### config.mk
export PLATFORM = sky130hd
export DESIGN_NAME = proc_run_monitor_flat
export DESIGN_NICKNAME = d
export VERILOG_FILES = /design/src/rtl/proc_monitor_pkg.sv /design/src/rtl/proc_run_monitor_if.sv /design/src/rtl/proc_monitor_shadow_rf.sv /design/src/rtl/proc_run_monitor.sv /design/src/flat_wrapper.sv
export SDC_FILE = /design/constraint.sdc
export NUM_CORES = 2
export LEC_CHECK = 0
export ABC_AREA = 1
export BUFFER_PORTS_ARGS = -buffer_cell sky130_fd_sc_hd__buf_2
export CAP_MARGIN = 20
export CELL_PAD_IN_SITES_DETAIL_PLACEMENT = 0
export CELL_PAD_IN_SITES_GLOBAL_PLACEMENT = 1
export CORE_MARGIN = 2
export CORE_UTILIZATION = 38
export DETAILED_ROUTE_END_ITERATION = 8
export PLACE_DENSITY = 0.67
export SETUP_SLACK_MARGIN = 0.4
export SLEW_MARGIN = 20
export SYNTH_ARGS = -nofsm -noshare
export SYNTH_HDL_FRONTEND = slang
export SYNTH_SLANG_ARGS = --single-unit
export TNS_END_PERCENT = 30
### constraint.sdc
create_clock -name clock -period 9 [get_ports clock]
set_input_delay 1.8 -clock clock [delete_from_list [all_inputs] [get_ports clock]]
set_output_delay 1.8 -clock clock [all_outputs]
set_load 0.01 [all_outputs]
### src/rtl/proc_monitor_pkg.sv
// Shared types and helpers for the processor run monitor.
//   state_e  : monitor FSM encoding (HOLD -> RUN -> CHECK -> DONE)
//   sat_inc  : saturating increment. Operands are 32 bits, so counters up to 32 bits wide are supported.
package proc_monitor_pkg;

    typedef enum logic [1:0] {
        ST_HOLD  = 2'd0,
        ST_RUN   = 2'd1,
        ST_CHECK = 2'd2,
        ST_DONE  = 2'd3
    } state_e;

    // Returns val+1, or val unchanged once it has reached max_val.
    function automatic logic [31:0] sat_inc(input logic [31:0] val, input logic [31:0] max_val);
        return (val >= max_val) ? val : val + 32'd1;
    endfunction

endpackage

### src/rtl/proc_run_monitor_if.sv
// Register-file writeback snoop bus (ctrl_writeEnable / ctrl_writeReg / data_writeReg).
//   master : the core side or the bench, which drives the bus
//   slave  : the monitor, which only observes
interface proc_run_monitor_if #(
    parameter int unsigned REG_ADDR_W = 5,
    parameter int unsigned DATA_W     = 32
);
    logic                  wb_en;
    logic [REG_ADDR_W-1:0] wb_reg;
    logic [DATA_W-1:0]     wb_data;

    modport master (output wb_en, output wb_reg, output wb_data);
    modport slave  (input  wb_en, input  wb_reg, input  wb_data);
endinterface

### src/rtl/proc_monitor_shadow_rf.sv
// Shadow copy of the processor register file.
// Ports:
//   clock, reset : rising-edge clock; synchronous active-high clear of every entry
//   we/waddr/wdata : single write port. Writes to entry 0 are dropped, so r0 always reads 0.
//   raddr/rdata  : combinational read port
module proc_monitor_shadow_rf #(
    parameter int unsigned ADDR_W = 5,
    parameter int unsigned DATA_W = 32
) (
    input  logic              clock,
    input  logic              reset,
    input  logic              we,
    input  logic [ADDR_W-1:0] waddr,
    input  logic [DATA_W-1:0] wdata,
    input  logic [ADDR_W-1:0] raddr,
    output logic [DATA_W-1:0] rdata
);

    localparam int unsigned DEPTH = 2 ** ADDR_W;

    logic [DATA_W-1:0] mem [DEPTH];

    // Storage: clear all entries on reset; r0 is never written.
    always_ff @(posedge clock) begin
        if (reset) begin
            for (int unsigned i = 0; i < DEPTH; i++) begin
                mem[i] <= '0;
            end
        end else if (we && (waddr != '0)) begin
            mem[waddr] <= wdata;
        end
    end

    assign rdata = mem[raddr];

endmodule

### src/rtl/proc_run_monitor.sv
// Run controller and checker for the processor skeleton.
// The monitor holds the core in reset, counts the run cycles and shadows the writeback port.
// When the core halts or the cycle budget runs out, the monitor checks the shadow against an
// expected table, one entry per cycle, and then reports done and pass.
// Ports:
//   clock, reset         : sole clock; synchronous active-high reset
//   halt                 : end-of-program indication
//   wb (slave)           : writeback snoop bus, carrying wb_en, wb_reg and wb_data
//   exp_reg / exp_data   : flattened expected table. Entry i sits at [i*W +: W].
//   core_reset           : reset to the processor
//   running / done       : high in RUN / DONE
//   pass / timeout       : verdict, valid when done; timeout means the budget expired
//   cycle_count          : RUN cycles elapsed (saturating)
//   error_count          : table mismatches (saturating)
//   first_fail_*         : first mismatch trace
// Build option: define PROC_RUN_MONITOR_TRACE_EN to enable the first_fail_* capture.
// Without it, those outputs are tied to 0.
module proc_run_monitor
    import proc_monitor_pkg::*;
#(
    parameter int unsigned RESET_CYCLES = 2,
    parameter int unsigned MAX_CYCLES   = 200,
    parameter int unsigned DATA_W       = 32,
    parameter int unsigned REG_ADDR_W   = 5,
    parameter int unsigned NUM_CHECKS   = 4,
    parameter int unsigned CNT_W        = 16
) (
    input  logic                             clock,
    input  logic                             reset,
    input  logic                             halt,
    proc_run_monitor_if.slave                wb,
    input  logic [NUM_CHECKS*REG_ADDR_W-1:0] exp_reg,
    input  logic [NUM_CHECKS*DATA_W-1:0]     exp_data,
    output logic                             core_reset,
    output logic                             running,
    output logic                             done,
    output logic                             pass,
    output logic                             timeout,
    output logic [CNT_W-1:0]                 cycle_count,
    output logic [CNT_W-1:0]                 error_count,
    output logic                             first_fail_vld,
    output logic [REG_ADDR_W-1:0]            first_fail_reg,
    output logic [DATA_W-1:0]                first_fail_data
);

    localparam int unsigned IDX_W  = (NUM_CHECKS > 1) ? $clog2(NUM_CHECKS) : 1;
    localparam int unsigned HOLD_W = (RESET_CYCLES > 1) ? $clog2(RESET_CYCLES) : 1;
    localparam logic [CNT_W-1:0] CNT_MAX = {CNT_W{1'b1}};

    state_e                state, state_nxt;
    logic [HOLD_W-1:0]     hold_cnt, hold_cnt_nxt;
    logic [IDX_W-1:0]      idx, idx_nxt;
    logic [CNT_W-1:0]      cycle_nxt, err_nxt;
    logic                  timeout_nxt, pass_nxt;
    logic                  shadow_we;
    logic [REG_ADDR_W-1:0] chk_reg;
    logic [DATA_W-1:0]     chk_data, rd_data;
    logic                  mismatch;

    proc_monitor_shadow_rf #(
        .ADDR_W (REG_ADDR_W),
        .DATA_W (DATA_W)
    ) u_shadow (
        .clock (clock),
        .reset (reset),
        .we    (shadow_we),
        .waddr (wb.wb_reg),
        .wdata (wb.wb_data),
        .raddr (chk_reg),
        .rdata (rd_data)
    );

    // Next-state, counter and verdict logic.
    always_comb begin
        state_nxt    = state;
        hold_cnt_nxt = hold_cnt;
        idx_nxt      = idx;
        cycle_nxt    = cycle_count;
        err_nxt      = error_count;
        timeout_nxt  = timeout;
        pass_nxt     = pass;
        shadow_we    = 1'b0;
        chk_reg      = exp_reg[idx*REG_ADDR_W +: REG_ADDR_W];
        chk_data     = exp_data[idx*DATA_W +: DATA_W];
        mismatch     = (rd_data != chk_data);

        case (state)
            ST_HOLD: begin
                if (hold_cnt == HOLD_W'(RESET_CYCLES - 1)) begin
                    state_nxt = ST_RUN;
                end else begin
                    hold_cnt_nxt = hold_cnt + HOLD_W'(1);
                end
            end
            ST_RUN: begin
                shadow_we = wb.wb_en;
                cycle_nxt = CNT_W'(sat_inc(32'(cycle_count), 32'(CNT_MAX)));
                // Halt takes priority over budget expiry in the same cycle.
                if (halt) begin
                    state_nxt   = ST_CHECK;
                    timeout_nxt = 1'b0;
                    idx_nxt     = '0;
                end else if (cycle_count == CNT_W'(MAX_CYCLES - 1)) begin
                    state_nxt   = ST_CHECK;
                    timeout_nxt = 1'b1;
                    idx_nxt     = '0;
                end
            end
            ST_CHECK: begin
                if (mismatch) begin
                    err_nxt = CNT_W'(sat_inc(32'(error_count), 32'(CNT_MAX)));
                end
                if (idx == IDX_W'(NUM_CHECKS - 1)) begin
                    state_nxt = ST_DONE;
                    pass_nxt  = (err_nxt == '0) && !timeout;
                end else begin
                    idx_nxt = idx + IDX_W'(1);
                end
            end
            ST_DONE: begin
            end
            default: state_nxt = ST_HOLD;
        endcase
    end

    // State, counters and registered outputs.
    always_ff @(posedge clock) begin
        if (reset) begin
            state       <= ST_HOLD;
            hold_cnt    <= '0;
            idx         <= '0;
            cycle_count <= '0;
            error_count <= '0;
            timeout     <= 1'b0;
            pass        <= 1'b0;
            core_reset  <= 1'b1;
            running     <= 1'b0;
            done        <= 1'b0;
        end else begin
            state       <= state_nxt;
            hold_cnt    <= hold_cnt_nxt;
            idx         <= idx_nxt;
            cycle_count <= cycle_nxt;
            error_count <= err_nxt;
            timeout     <= timeout_nxt;
            pass        <= pass_nxt;
            core_reset  <= (state_nxt == ST_HOLD);
            running     <= (state_nxt == ST_RUN);
            done        <= (state_nxt == ST_DONE);
        end
    end

`ifdef PROC_RUN_MONITOR_TRACE_EN
    // Capture the first mismatch only; later ones leave the trace untouched.
    always_ff @(posedge clock) begin
        if (reset) begin
            first_fail_vld  <= 1'b0;
            first_fail_reg  <= '0;
            first_fail_data <= '0;
        end else if ((state == ST_CHECK) && mismatch && !first_fail_vld) begin
            first_fail_vld  <= 1'b1;
            first_fail_reg  <= chk_reg;
            first_fail_data <= rd_data;
        end
    end
`else
    assign first_fail_vld  = 1'b0;
    assign first_fail_reg  = '0;
    assign first_fail_data = '0;
`endif

endmodule

### src/flat_wrapper.sv
// flat-port wrapper written by rule: the top's interface ports become plain ports
module proc_run_monitor_flat import proc_monitor_pkg::*;
#(
    parameter int unsigned RESET_CYCLES = 2,
    parameter int unsigned MAX_CYCLES   = 200,
    parameter int unsigned DATA_W       = 32,
    parameter int unsigned REG_ADDR_W   = 5,
    parameter int unsigned NUM_CHECKS   = 4,
    parameter int unsigned CNT_W        = 16
)
  (clock, reset, halt, exp_reg, exp_data, core_reset, running, done, pass, timeout, cycle_count, error_count, first_fail_vld, first_fail_reg, first_fail_data, wb_wb_en, wb_wb_reg, wb_wb_data);
  proc_run_monitor_if #(.REG_ADDR_W(REG_ADDR_W), .DATA_W(DATA_W)) wb_i ();
  input  logic clock;
  input  logic reset;
  input  logic halt;
  input  logic [NUM_CHECKS*REG_ADDR_W-1:0] exp_reg;
  input  logic [NUM_CHECKS*DATA_W-1:0] exp_data;
  output logic core_reset;
  output logic running;
  output logic done;
  output logic pass;
  output logic timeout;
  output logic [CNT_W-1:0] cycle_count;
  output logic [CNT_W-1:0] error_count;
  output logic first_fail_vld;
  output logic [REG_ADDR_W-1:0] first_fail_reg;
  output logic [DATA_W-1:0] first_fail_data;
  input wire logic [$bits(wb_i.wb_en)-1:0] wb_wb_en;
  input wire logic [$bits(wb_i.wb_reg)-1:0] wb_wb_reg;
  input wire logic [$bits(wb_i.wb_data)-1:0] wb_wb_data;
  assign wb_i.wb_en = wb_wb_en;
  assign wb_i.wb_reg = wb_wb_reg;
  assign wb_i.wb_data = wb_wb_data;
  proc_run_monitor #(.RESET_CYCLES(RESET_CYCLES), .MAX_CYCLES(MAX_CYCLES), .DATA_W(DATA_W), .REG_ADDR_W(REG_ADDR_W), .NUM_CHECKS(NUM_CHECKS), .CNT_W(CNT_W)) u_core (.clock(clock), .reset(reset), .halt(halt), .wb(wb_i), .exp_reg(exp_reg), .exp_data(exp_data), .core_reset(core_reset), .running(running), .done(done), .pass(pass), .timeout(timeout), .cycle_count(cycle_count), .error_count(error_count), .first_fail_vld(first_fail_vld), .first_fail_reg(first_fail_reg), .first_fail_data(first_fail_data));
endmodule
Word-level counts from Yosys, hierarchy flattened. Memory sizes are Yosys's and may differ from the RTL's. Index checks and enable logic that the tools add are counted.

Word-level logic and storage cells: 68. Memories kept: 1. Memory bits (writable): 1024. Input bits: 189. Output and inout bits: 75. Bits in registers: 42.

Shift-type cells: 2. Bitwise operators: 1. Multipliers: 1. Add/subtract/negate cells: 4. Reduce and logical (&&, ||, !) cells: 14. Equality and inequality tests: 9. Magnitude comparators: 2. Mux-type cells: 24.

Memory list: u_core.u_shadow.mem (words 32, bits a word 32, read ports 1, clocked after Yosys merged registers in 0, write ports 32, RTL line proc_monitor_shadow_rf.sv:21) `logic [DATA_W-1:0] mem [DEPTH];`.

Operators by type and width (number): variable part select 128 x 8 -> 32 bit (1); two-way mux 16 bit (3); adder 16 x 1 -> 16 bit, second input constant (2); greater-or-equal comparator 16 bit, second input constant (2); two-way mux 32 bit (1); != test 32 bit (1); OR reduction 32 bit (1); variable part select 20 x 6 -> 5 bit (1); == test 16 x 8 -> 1 bit, second input constant (1); logical NOT 16 bit (1); two-way mux 2 bit (7); two-way mux 1 bit (10); == test 2 bit, second input constant (3); case mux 2 bit (3 select lines) (1); AND reduction 2 bit (3); multiplier 2 x 3 -> 5 bit, second input constant (1); two-way mux 5 bit (1); nonzero test 5 bit (1); == test 2 x 1 -> 1 bit, second input constant (2); logical NOT 2 bit (2); case mux 2 bit (2 select lines) (1); nonzero test 2 bit (2); != test 3 x 2 -> 1 bit, second input constant (1); AND reduction 3 bit (1); 6 further kinds (7).

Logic depth before layout (Yosys ltp).
Word-level depth: 8. Mapped depth: 29. Gate-level depth less buffers: 27.

By module. From an unflattened synthesis, not the netlist that was laid out.

Cells, all modules: 5636. Area, all modules: 50788.7 µm².

Modules (own cells, without submodules): proc_monitor_shadow_rf (seq. area each 30749.5 µm², area each 46170.5 µm², instances 1, cells each 4760); proc_run_monitor (seq. area each 840.8 µm², area each 4618.2 µm², instances 1, cells each 876).

Worst setup path before layout. No wires, ideal clock.

Kind: input to register. Start: input port exp_reg[5]. End: register u_core.pass. Setup time: 71 ps. Path buffers: 3. Stages on the path: 25. Data arrival time: 4043 ps. Slack: 4887 ps. Required time: 8929 ps. Path through: nand2_1 nand3_2 buf_2 clkbuf_1 nand3_1 nand3_1 nand3_1 nand3_1 nand3_1 nand2_1 nand2_1 nand2_1 nand2_1 nor2_1 nand2_1 nor2_1 nand2_2 buf_6 nand2_1 nand2_1 nor2_1 nand3_1 nor2_1 nand2_1 a21oi_1.

Cells in the longest elaborated chain, start to end: 7.

RTL lines: from (decl) (RTL line flat_wrapper.sv:16) `input logic [NUM_CHECKS*REG_ADDR_W-1:0] exp_reg;`; variable part select 20 x 6 -> 5 bit (RTL line proc_run_monitor.sv:83) `chk_reg = exp_reg[idx*REG_ADDR_W +: REG_ADDR_W];`; memory (32 x 32 bit); != test 32 bit (RTL line proc_run_monitor.sv:85) `mismatch = (rd_data != chk_data);`; two-way mux 16 bit (RTL line proc_run_monitor.sv:110) `if (mismatch) begin`; two-way mux 16 bit (RTL line proc_run_monitor.sv:87) `case (state)`; logical NOT 16 bit (RTL line proc_run_monitor.sv:115) `pass_nxt = (err_nxt == '0) && !timeout;`; logical AND 1 bit (RTL line proc_run_monitor.sv:115); to (signal assigned) (RTL line proc_run_monitor.sv:146) `pass <= pass_nxt;`; to (decl) (RTL line proc_run_monitor.sv:37) `output logic pass,`.

Every way passes these cells. The select of a mux whose other input is x is not followed. A chain may end at the register's enable or synchronous reset.

Final worst setup path.
Start: register u_core.idx[0]. End: register u_core.pass.

Cells in the longest elaborated chain, start to end: 8. Elaborated cells between the ends (all ways): 11. Those cells by class: mul: 1; eq/ne: 2; shift: 2; mux: 2; reduce/logical: 3; memory: 1.

RTL lines: from (decl) (RTL line proc_run_monitor.sv:52) `logic [IDX_W-1:0] idx, idx_nxt;`; from (signal assigned) (RTL line proc_run_monitor.sv:142) `idx <= idx_nxt;`; multiplier 2 x 3 -> 5 bit (RTL line proc_run_monitor.sv:83); variable part select 20 x 6 -> 5 bit (RTL line proc_run_monitor.sv:83); memory (32 x 32 bit); != test 32 bit (RTL line proc_run_monitor.sv:85); two-way mux 16 bit (RTL line proc_run_monitor.sv:110); two-way mux 16 bit (RTL line proc_run_monitor.sv:87); logical NOT 16 bit (RTL line proc_run_monitor.sv:115); logical AND 1 bit (RTL line proc_run_monitor.sv:115).

Parallel ways exist; a longest one is shown, timed or not. The select of a mux whose other input is x is not followed.

==> reports/results.ini <==
[timing]
finalMaxSlewViolations = 0
fin_crit_ns = 6.657
tightest_slew_ns = 1.139
clock_skew_ns = 0.02267
setup_viol = 0
hold_ws_ns = 0.4559
fin_setup_tns_ns = 0
min_period_over_period_pct = 73.96
rsz0062_at_grt = no
fin_ws_ns = 2.343
fmax_mhz = 150.2
finalHoldViolCount = 0
slew_headroom_pct = 23.79

[global_routing]
grt_usage_pct = 26.19
antenna_found_initial = 1
grt_pass1_wl_um = 264600
grt_pass1_vias = 38560
gr-total-overflow = 0
grt_start_max_net_pins = 126

[worst_setup_path]
timing.rr.start = u_core.idx[0]
crit_path_end_kind = register
crit_chain = inv_2, nand2_1, nand3_4, nand2_8, inv_8, buf_12, nand2_1, nand3_1, nand3_1, nand3_1, nand3_1, nand3b_1, nand2_1, nand2_1, nor2_1, nand2_1, nor2_1, nand2_2, o21ai_0, inv_1, nand2_1, nor2_1, nand2_1, a21oi_1
r2r_slack_ns = 2.34
worstReg2RegEnd = u_core.pass
start_kind = register
slowest_stage = nor2_1
critPathMaxStageDelay_ns = 0.76
crit_type = reg -> reg
crit_arrival_ns = 7.21
cpMostUsedCell = nand2_1
cp_data_required_time_ns = 9.55
rr_worst_depth = 24
worstPathMaxFanout = 83

[layout]
area.sequential_mm2 = 0.03159
fin_util_pct = 42.99
nNetsFinal = 5606
fin_cells = 7258
n_fill_cell = 12680
area.growth.synth_to_final_pct = 12.03
multi_input_area_mm2 = 0.01635
drive_gt1_share_pct = 10.51

[power]
power_leakage_nw = 22.48
comb_power_share_pct = 14.0
net-switching-power_mw = 3.292
power_density_mw_per_mm2 = 209.3
swShare_pct = 27.79
pwr-share-seq_pct = 47.8
ir_drop_uv = 185.5
pwr-share-clk_pct = 38.2
intPower_mw = 8.554

[clock_network]
insertion_delay_ns = 0.72
cts_tree = yes
clkTransAtPathRegs_ns = 0.06
cts_buffer_depth = 3
postCtsSetupBuffers = 0
cts_root_buf = clkbuf_16
cts_hold_buffers = 0
cts_buffers = 114
clock-sinks = 1066
cts.htree.levels = 3
cts_resized = 0

[die]
dieArea_mm2 = 0.1359
die_h_um = 368.6
rows = 133
core_area_mm2 = 0.1316
die_x_um = 368.6
initial_core_util_pct = 38.38
ios = 264

[detailed_routing]
first_pass_iters = 6
ant_nets = 0
wl_per_cell_um = 24.99
vias_per_cell = 5.563
via_count = 40370
wl_um = 181400
drtIter0Drc = 4711
drc = 0

[min_path]
whs_endpoint = u_core.hold_cnt
hp-class = reg -> reg
holdCritStartpoint = u_core.hold_cnt
holdPathStages = 2

[synth]
ys_types = 39
synthArstFlopShare_pct = 0
synthCells = 5367
synth_flop_cell = edfxtp_1
yosysSeqAreaShare_pct = 62.54
postSynthAreaPerCell_um2 = 9.412
synth_seq_cells = 1066
netlist_area_mm2 = 0.05051
ys_warn_count = 0
synth_edf_count = 1024

[run_status]
status = finished, final reports clean

[placed_design]
hpwl_um = 102100
pre_cts_slack_ns = 1.804
place_inst = 7050
port_buffers = 225
place.gp.congestion = 0.8393

[flow_run]
drv_cap = 0

==> power groups by stage <==
stage	registers, mW	clock network [mW]	logic, mW
final	5.66	4.53	1.66
after global routing	5.68	4.75	1.79
after CTS	5.66	4.57	1.64
after detailed placement	5.77	0	1.64
after global placement	5.77	0	1.63
after floorplan	5.75	0	1.02
==> layer usage <==
metal | vias up | global-route usage [%] | part of all wire [%]
met4 | 0 | 7.739 | 2.6
met5 | - | 0 | 0
met3 | 259 | 4.051 | 8.4
met2 | 1953 | 42.85 | 47
li1 | 18250 | - | -
met1 | 19910 | 35.93 | 42
==> layout by cell type (no fill, tap or decap), types with 4 or more instances in the layout <==
cell / Yosys / layout
a21oi_1: 39 / 39
a32oi_1: 8 / 7
buf_12: 0 / 15
buf_2: 185 / 225
buf_4: 66 / 129
bufinv_16: 0 / 7
clkbuf_1: 237 / 30
clkbuf_16: 0 / 115
clkinv_1: 1 / 20
clkinv_2: 0 / 21
clkinvlp_4: 0 / 5
conb_1: 1 / 70
dfxtp_1: 42 / 41
edfxtp_1: 1024 / 1024
inv_1: 132 / 129
inv_2: 5 / 7
inv_6: 0 / 5
nand2_1: 1018 / 987
nand2_2: 2 / 28
nand2_4: 1 / 4
nand3_1: 1264 / 1263
nand3b_1: 30 / 30
nand4_1: 6 / 6
nor2_1: 1100 / 1100
nor3_1: 23 / 22
nor4_1: 9 / 9
o211ai_1: 4 / 4
o21ai_0: 88 / 88
o22ai_1: 25 / 25
xor2_1: 13 / 13
==> worst max-delay path, delay by kind of cell (launching register included) <==
kind,cells,cell delay (ns)
flip-flops,1,0.75
buffers and inverters,4,1.13
AND/OR/NAND/NOR,18,3.91
AO/OA/AOI/OAI,2,0.40
==> synth_stat cells, types with 2 or more instances <==
cell type     n  area (um2)
nand3_1    1264        6326
nor2_1     1100        4129
edfxtp_1   1024       30750
nand2_1    1018        3821
clkbuf_1    237       889.6
buf_2       185       925.9
inv_1       132       495.5
o21ai_0      88       440.4
buf_4        66       495.5
dfxtp_1      42       840.8
a21oi_1      39       195.2
nand3b_1     30       225.2
o22ai_1      25       156.4
nor3_1       23       115.1
xor2_1       13       113.9
buf_6        12       135.1
buf_1        10       37.54
nor4_1        9       56.30
a32oi_1       8       70.07
nand4_1       6       37.54
inv_2         5       18.77
o211ai_1      4       30.03
ha_1          3       37.54
o21ai_1       3       15.01
or2_1         3       18.77
a211oi_1      2       15.01
nand2_2       2       12.51
nand3_2       2       20.02
or2_2         2       12.51
==> through the flow <==
step | cell area [um2] | power [mW]
final | 56590 | 11.85
after global routing | 56590 | 12.22
after CTS | 56520 | 11.87
after detailed placement | 53060 | 7.406
after global placement | 53010 | 7.397
after floorplan | 50770 | 6.769
==> layout make-up <==
class | count | area share [%]
antenna | 3 | 0.01327
clock buffer | 145 | 5.284
clock inverter | 57 | 0.8180
inverter | 139 | 0.9573
multi-input combinational | 3721 | 28.89
sequential | 1066 | 55.82
tap | 1755 | 3.880
timing repair buffer | 372 | 4.333
==> registers in the layout, summed over array words and instances (netlist names) <==
register and flops:
u_core.pass 1, u_core.error_count 16, u_core.state 2, u_core.hold_cnt 1
u_core.running 1, u_core.cycle_count 16, u_core.u_shadow.mem 1024, u_core.timeout 1
u_core.idx 2, u_core.core_reset 1, u_core.done 1
==> how the worst max path moves through the flow <==
stage | startpoint | endpoint | slack [ns]
2_1_floorplan | exp_reg[5] | u_core.pass | 4.89
3_3_place_gp | exp_reg[5] | u_core.pass | 1.83
3_5_place_dp | exp_reg[5] | u_core.pass | 1.80
4_1_cts | u_core.idx[0] | u_core.pass | 2.56
5_1_grt | u_core.idx[0] | u_core.pass | 1.93
6_report | u_core.idx[0] | u_core.pass | 2.34
==> cell families (layout without fill, tap and decap cells) <==
group	Yosys count	after routing	share of synthesized area, %
adder cells (fa/ha/maj)	3	3	0.07432
buffers and inverters	649	713	5.955
AND/OR/NAND/NOR	3462	3462	29.30
AO/OA/AOI/OAI	172	172	1.885
flip-flops	1066	1066	62.54
XOR/XNOR	14	14	0.2427
other	1	73	0.007424
Note: power is estimated with default switching activity, not from simulation.
